$ cat src/rtl/seg7_reader.sv
// seg7_reader: loopback monitor that syncs, stability-filters and decodes an active-low 7-segment bus.
// Latency: an accepted pattern appears STABLE_CYCLES+2 edges after SEG_IN settles (2 sync + filter).
// Backpressure: none; the bus is sampled every edge, and patterns that are not stable long enough are dropped.
module seg7_reader #(
  parameter int STABLE_CYCLES = 3,  // legal range 2..15
  parameter int CNT_W         = 8
) (
  input  logic             CLOCK_50,
  input  logic             RESET_N,
  input  logic [0:6]       SEG_IN,      // active-low, index 0 = a ... 6 = g
  input  logic             CLR,
  output logic [3:0]       DIGIT,
  output logic             DIGIT_VALID,
  output logic             BLANK,
  output logic             INVALID,
  output logic             UPDATE,
  output logic [CNT_W-1:0] UPD_COUNT,
  output logic [CNT_W-1:0] ERR_COUNT
);

  // Internal patterns are [6:0] with segment a in the MSB. A positional copy
  // of SEG_IN keeps the written a..g literal order identical to the port's.
  localparam logic [6:0]       LP_BLANK  = 7'b1111111;
  localparam logic [3:0]       LP_STABLE = 4'(STABLE_CYCLES);
  localparam logic [CNT_W-1:0] LP_MAX    = '1;

  typedef enum logic [1:0] {
    ST_EMPTY    = 2'd0,
    ST_LOCKED   = 2'd1,
    ST_SETTLING = 2'd2
  } state_t;

  logic [6:0]       w_seg_in;
  logic [6:0]       r_sync1;
  logic [6:0]       r_sync2;
  logic [1:0]       r_sync_fill;
  logic             w_sync_ok;
  logic [6:0]       r_cand;
  logic [6:0]       r_acc;
  logic [3:0]       r_stab_cnt;
  state_t           r_state;
  logic             w_new;
  logic             w_accept;
  logic [3:0]       w_dec_digit;
  logic             w_dec_valid;
  logic             w_dec_blank;
  logic             w_dec_inv;
  logic [3:0]       r_digit;
  logic             r_digit_valid;
  logic             r_blank;
  logic             r_invalid;
  logic             r_update;
  logic [CNT_W-1:0] r_upd_count;
  logic [CNT_W-1:0] r_err_count;

  assign w_seg_in = SEG_IN;

  // Two-flop synchroniser for the asynchronous segment bus
  always_ff @(posedge CLOCK_50 or negedge RESET_N) begin
    if (!RESET_N) begin
      r_sync1 <= LP_BLANK;
      r_sync2 <= LP_BLANK;
    end else begin
      r_sync1 <= w_seg_in;
      r_sync2 <= r_sync1;
    end
  end

  // sync2 only holds a real sample of SEG_IN two edges after reset release;
  // until then it holds the reset value, which must not count towards stability.
  always_ff @(posedge CLOCK_50 or negedge RESET_N) begin
    if (!RESET_N) begin
      r_sync_fill <= 2'd0;
    end else if (!r_sync_fill[1]) begin
      r_sync_fill <= r_sync_fill + 2'd1;
    end
  end

  assign w_sync_ok = r_sync_fill[1];
  assign w_new     = (r_sync2 != r_cand);

  // Accept fires on the edge where the run of identical samples reaches
  // STABLE_CYCLES, and only if it brings something new (or nothing is held yet)
  assign w_accept = w_sync_ok && !w_new
                 && (r_stab_cnt < LP_STABLE)
                 && ((r_stab_cnt + 4'd1) == LP_STABLE)
                 && ((r_state == ST_EMPTY) || (r_cand != r_acc));

  // Decode the current candidate; consumed only on the accept edge
  always_comb begin
    w_dec_digit = 4'd0;
    w_dec_valid = 1'b1;
    w_dec_blank = 1'b0;
    case (r_cand)
      7'b0000001: w_dec_digit = 4'd0;
      7'b1001111: w_dec_digit = 4'd1;
      7'b0010010: w_dec_digit = 4'd2;
      7'b0000110: w_dec_digit = 4'd3;
      7'b1001100: w_dec_digit = 4'd4;
      7'b0100100: w_dec_digit = 4'd5;
      7'b0100000: w_dec_digit = 4'd6;
      7'b0001111: w_dec_digit = 4'd7;
      7'b0000000: w_dec_digit = 4'd8;
      7'b0000100: w_dec_digit = 4'd9;
      LP_BLANK: begin
        w_dec_valid = 1'b0;
        w_dec_blank = 1'b1;
      end
      default: w_dec_valid = 1'b0;
    endcase
  end

  assign w_dec_inv = !w_dec_valid && !w_dec_blank;

  // Stability filter, EMPTY/LOCKED/SETTLING state machine and registered decode outputs
  always_ff @(posedge CLOCK_50 or negedge RESET_N) begin
    if (!RESET_N) begin
      r_cand        <= LP_BLANK;
      r_acc         <= LP_BLANK;
      r_stab_cnt    <= 4'd0;
      r_state       <= ST_EMPTY;
      r_digit       <= 4'd0;
      r_digit_valid <= 1'b0;
      r_blank       <= 1'b0;
      r_invalid     <= 1'b0;
      r_update      <= 1'b0;
    end else begin
      r_update <= w_accept;
      if (w_sync_ok) begin
        if (w_new) begin
          r_cand     <= r_sync2;
          r_stab_cnt <= 4'd1;
          case (r_state)
            ST_LOCKED:   if (r_sync2 != r_acc) r_state <= ST_SETTLING;
            // Bouncing back to the held pattern before acceptance is silent
            ST_SETTLING: if (r_sync2 == r_acc) r_state <= ST_LOCKED;
            default:     ;
          endcase
        end else if (r_stab_cnt < LP_STABLE) begin
          r_stab_cnt <= r_stab_cnt + 4'd1;
          if (w_accept) begin
            r_acc         <= r_cand;
            r_state       <= ST_LOCKED;
            r_digit_valid <= w_dec_valid;
            r_blank       <= w_dec_blank;
            r_invalid     <= w_dec_inv;
            // DIGIT keeps the last real digit across blank/invalid patterns
            if (w_dec_valid) r_digit <= w_dec_digit;
          end
        end
      end
    end
  end

  // Saturating update/error counters; CLR overrides a coincident increment
  always_ff @(posedge CLOCK_50 or negedge RESET_N) begin
    if (!RESET_N) begin
      r_upd_count <= '0;
      r_err_count <= '0;
    end else if (CLR) begin
      r_upd_count <= '0;
      r_err_count <= '0;
    end else begin
      if (w_accept && (r_upd_count != LP_MAX)) r_upd_count <= r_upd_count + 1'b1;
      if (w_accept && w_dec_inv && (r_err_count != LP_MAX)) r_err_count <= r_err_count + 1'b1;
    end
  end

  assign DIGIT       = r_digit;
  assign DIGIT_VALID = r_digit_valid;
  assign BLANK       = r_blank;
  assign INVALID     = r_invalid;
  assign UPDATE      = r_update;
  assign UPD_COUNT   = r_upd_count;
  assign ERR_COUNT   = r_err_count;

endmodule

$ cat config.mk
export PLATFORM = sky130hd
export DESIGN_NAME = seg7_reader
export DESIGN_NICKNAME = d
export VERILOG_FILES = /design/src/rtl/seg7_reader.sv
export SDC_FILE = /design/constraint.sdc
export NUM_CORES = 1
export LEC_CHECK = 0
export ABC_AREA = 1
export ABC_CLOCK_PERIOD_IN_PS = 2000
export CELL_PAD_IN_SITES_DETAIL_PLACEMENT = 1
export CELL_PAD_IN_SITES_GLOBAL_PLACEMENT = 1
export CORE_ASPECT_RATIO = 0.75
export CORE_MARGIN = 3
export CORE_UTILIZATION = 42
export DETAILED_ROUTE_END_ITERATION = 10
export GPL_TIMING_DRIVEN = 0
export PLACE_DENSITY = 0.86
export SYNTH_ARGS = -nofsm -noshare
export SYNTH_HDL_FRONTEND = slang
export SYNTH_SLANG_ARGS = --single-unit
export TNS_END_PERCENT = 20
$ cat constraint.sdc
create_clock -name CLOCK_50 -period 2 [get_ports CLOCK_50]
set_input_delay 0.4 -clock CLOCK_50 [delete_from_list [all_inputs] [get_ports CLOCK_50]]
set_output_delay 0.4 -clock CLOCK_50 [all_outputs]
set_load 0.05 [all_outputs]
==> run_results.csv <==
group,metric,value,unit
power_and_ir_drop,power_density,628,nW/um^2
worst_setup_path,cp_cell_sequence,"buf_12 > nor2_1 > nand2_1 > nor2_1 > nor2_1 > nand3_2 > nor2_4 > nand4_4 > nand3_1 > nand2_1",
power_and_ir_drop,swShare,28.5,%
power_and_ir_drop,vdd_ir_drop_max,0.417,mV
logic_synthesis,ys_seq_area_share,46.5,%
routing,drt-pass1-iter-count,4,
timing,timing.final.ws_setup,44.8,ps
global_route,grt_max_degree,36,
routing,wl,9840,um
global_route,grtUsageTotal,22.0,%
global_route,overflow,0,
logic_synthesis,avgSynthCellArea,8.00,um^2
timing,worst_pin_slew,855,ps
job,maxCapViolCount,0,
worst_setup_path,r2r-end,"ERR_COUNT[0]",
timing,hold_viol_final,0,
floorplan,die_w,108,um
timing,fin_crit,1960,ps
logic_synthesis,synthTopCellsByArea,"dfrtp_1 24%, dfstp_2 22%, nand2_1 14%",
power_and_ir_drop,power.leakage,2.18,nW
worst_setup_path,crit_required,2220,ps
cells_and_area,antenna_cells,0,
worst_setup_path,path_buf_inv,1,
power_and_ir_drop,comb_power_share,13.7,%
floorplan,num_rows,27,
logic_synthesis,synthCells,413,
worst_setup_path,r2r_slack,40,ps
placed_design,post-dp-hpwl,6590,um
floorplan,initial_core_util,44.1,%
clock_network,insertion_delay,340,ps
worst_setup_path,rr_startpoint,"r_cand[0]",
timing,clock.fmax,511,MHz
routing,wl_per_cell,17.0,um
timing,report.final.slew_viol_count,0,
clock_network,htreeDepth,3,
power_and_ir_drop,seq_power_share,50.7,%
logic_synthesis,synth_fp_nets,427,
global_route,antenna_found_initial,0,
logic_synthesis,synthesis.area,3300,um^2
worst_setup_path,crit_path_top_delay_cell,"dfstp_2",
worst_setup_path,slowest_delay,580,ps
power_and_ir_drop,p_int,1.88,mW
worst_setup_path,cp_max_fo,8,
global_route,grt_pass1_wl,15500,um
clock_network,path_clk_slew,70,ps
worst_setup_path,crit_type,"reg -> reg",
worst_setup_path,rr_worst_depth,10,
clock_network,cts_tree,"built",
cells_and_area,drive_above_1_share,24.6,%
routing,drt_iter0_drc,99,
floorplan,pin_count,34,
placed_design,dpl_cell_area,3780,um^2
clock_network,clkSinkCount,60,
timing,finalClockSkew,7.87,ps
routing,route.detailed.drc,0,
routing,drt.antenna.violating_nets,0,
worst_setup_path,cpMostUsedCell,"nor2_1",
placed_design,place_congestion,0.889,
timing,relSlewSlack,43.0,%
floorplan,coreArea,7500,um^2
logic_synthesis,yosysWarnings,0,
logic_synthesis,yosysUniqueCellTypes,32,
logic_synthesis,netlist.area_leader.share,24.2,%
cells_and_area,layout-area-overhead-vs-synth,26.8,%
worst_setup_path,path_delay_family,"simple AND/OR/NAND/NOR gates",
hold_path,hp-class,"in -> async",
worst_setup_path,end_kind,"register",
clock_network,cts_made_buffers,9,
placed_design,io_buffers,33,
floorplan,die_area,8980,um^2
cells_and_area,nets,488,
timing,rsz0062_at_grt,"true",
routing,vias,3055,
floorplan,die_h,82.8,um
timing,finalCritPeriodShare,97.8,%
worst_setup_path,cp.arrival,2180,ps
power_and_ir_drop,pwr-share-clk,35.6,%
cells_and_area,final_util,55.9,%
clock_network,clock_path_buffers,2,
power_and_ir_drop,p_sw,0.751,mW
global_route,grt_pass1_vias,3130,
logic_synthesis,yosysTopAreaCell,"dfrtp_1",
placed_design,pre_cts_ws,-99.2,ps
timing,whs,164,ps
status,status,"complete, no violations",
logic_synthesis,ys_ff_latch,60,
cells_and_area,finalInstanceArea,4190,um^2
clock_network,cts-root-buf,"clkbuf_8",
worst_setup_path,startpoint_type,"register",
timing,setup_violations,0,
routing,avgViaCountPerCell,5.27,
[cells by family after synthesis]
family / count (synthesis) / share of synthesized area [%]
AOI/OAI and AO/OA: 26 / 4.51
DFF: 60 / 46.5
adders and majority gates: 4 / 1.51
and+or+nand+nor: 251 / 36.8
buffers and inverters: 58 / 7.00
xor gates and xnor gates: 14 / 3.71
[cell usage in the layout, fill, tap and decap left out, drive strengths merged]
cell type / instances
xnor2: 1
clkbuf: 14
nor2: 50
inv: 53
nand2: 139
nand4: 19
ha: 4
dfrtp: 32
o21ai: 25
xor2: 13
nor4: 1
clkdlybuf4s50: 17
clkinv: 3
or2: 1
dlygate4sd2: 9
nand3: 35
a21oi: 1
dfstp: 28
dlymetal6s2s: 6
nor3: 6
buf: 22
[timing repair]
item | in CTS | in global routing
pin swaps | 3 | 4
hold buffers | 0 | 0
resized for setup | 11 | 27
buffers inserted | 8 | 9
setup endpoints to repair | 45 | 34
[metrics by stage]
| step | instances | total power [mW] | setup TNS, ps |
|---|---|---|---|
| after global placement | 547 | 1.62 | -67210 |
| after detailed placement | 548 | 1.66 | -974 |
| after global routing | 580 | 2.77 | -843 |
| after floorplan | 413 | 1.53 | 0 |
| final | 580 | 2.63 | 0 |
| after CTS | 571 | 2.62 | 0 |
[worst register-to-register path: cells and delay by family, from the launching register on]
kind                   cells  cell delay, ps
buffers and inverters      1             120
AND/OR/NAND/NOR            9            1150
flip-flops                 1             580
[power groups by stage]
stage	sequential [mW]	clock (mW)	combinational, mW
after floorplan	1.34	0	0.194
final	1.33	0.938	0.361
after CTS	1.33	0.953	0.333
after global routing	1.34	1.03	0.403
after global placement	1.35	0	0.271
after detailed placement	1.36	0	0.308
[cells in the mapped netlist (all sizes together)]
cell type and count:
dfstp 28, nor2 50, a21oi 1, xor2 13
inv 53, o21ai 25, clkbuf 1, dfrtp 32
nand4 19, xnor2 1, ha 4, nand2 139
or2 1, nor3 6, nor4 1, buf 4
nand3 35
[per-layer routing]
layer / global-route usage, % / wire, um / vias to the layer above
li1: - / - / 1428
met1: 30.5 / 4420 / 1551
met2: 34.9 / 4830 / 64
met3: 3.73 / 424 / 12
met4: 7.00 / 166 / 0
met5: 0 / 0 / -
[how the worst max path moves through the flow]
stage / to / depth (start not counted) / start
final: ERR_COUNT[0] / 10 / r_cand[0]
after global placement: DIGIT[0] / 1 / RESET_N
after floorplan: ERR_COUNT[6] / 7 / ERR_COUNT[0]
after CTS: ERR_COUNT[4] / 11 / r_cand[2]
after detailed placement: r_state[0] / 12 / r_cand[0]
after global routing: ERR_COUNT[0] / 10 / r_cand[0]
[registers in the layout (all words and copies together), names as in the netlist, 2 cells and up]
name and cells:
ERR_COUNT 8, UPD_COUNT 8, r_acc 7, r_cand 7, r_sync1 7, r_sync2 7
DIGIT 4, r_stab_cnt 4, r_state 2, r_sync_fill 2
[cell type report]
type,count,area [um^2]
multi-input cells,295,1630
clock inverters,3,15.0
well taps,101,126
clock buffers,13,149
repair buffers,51,505
flip-flops and latches,60,1540
inverters,53,199
plain buffers,4,27.5
fillers,936,3310
Power figures use the tool's default switching activity.
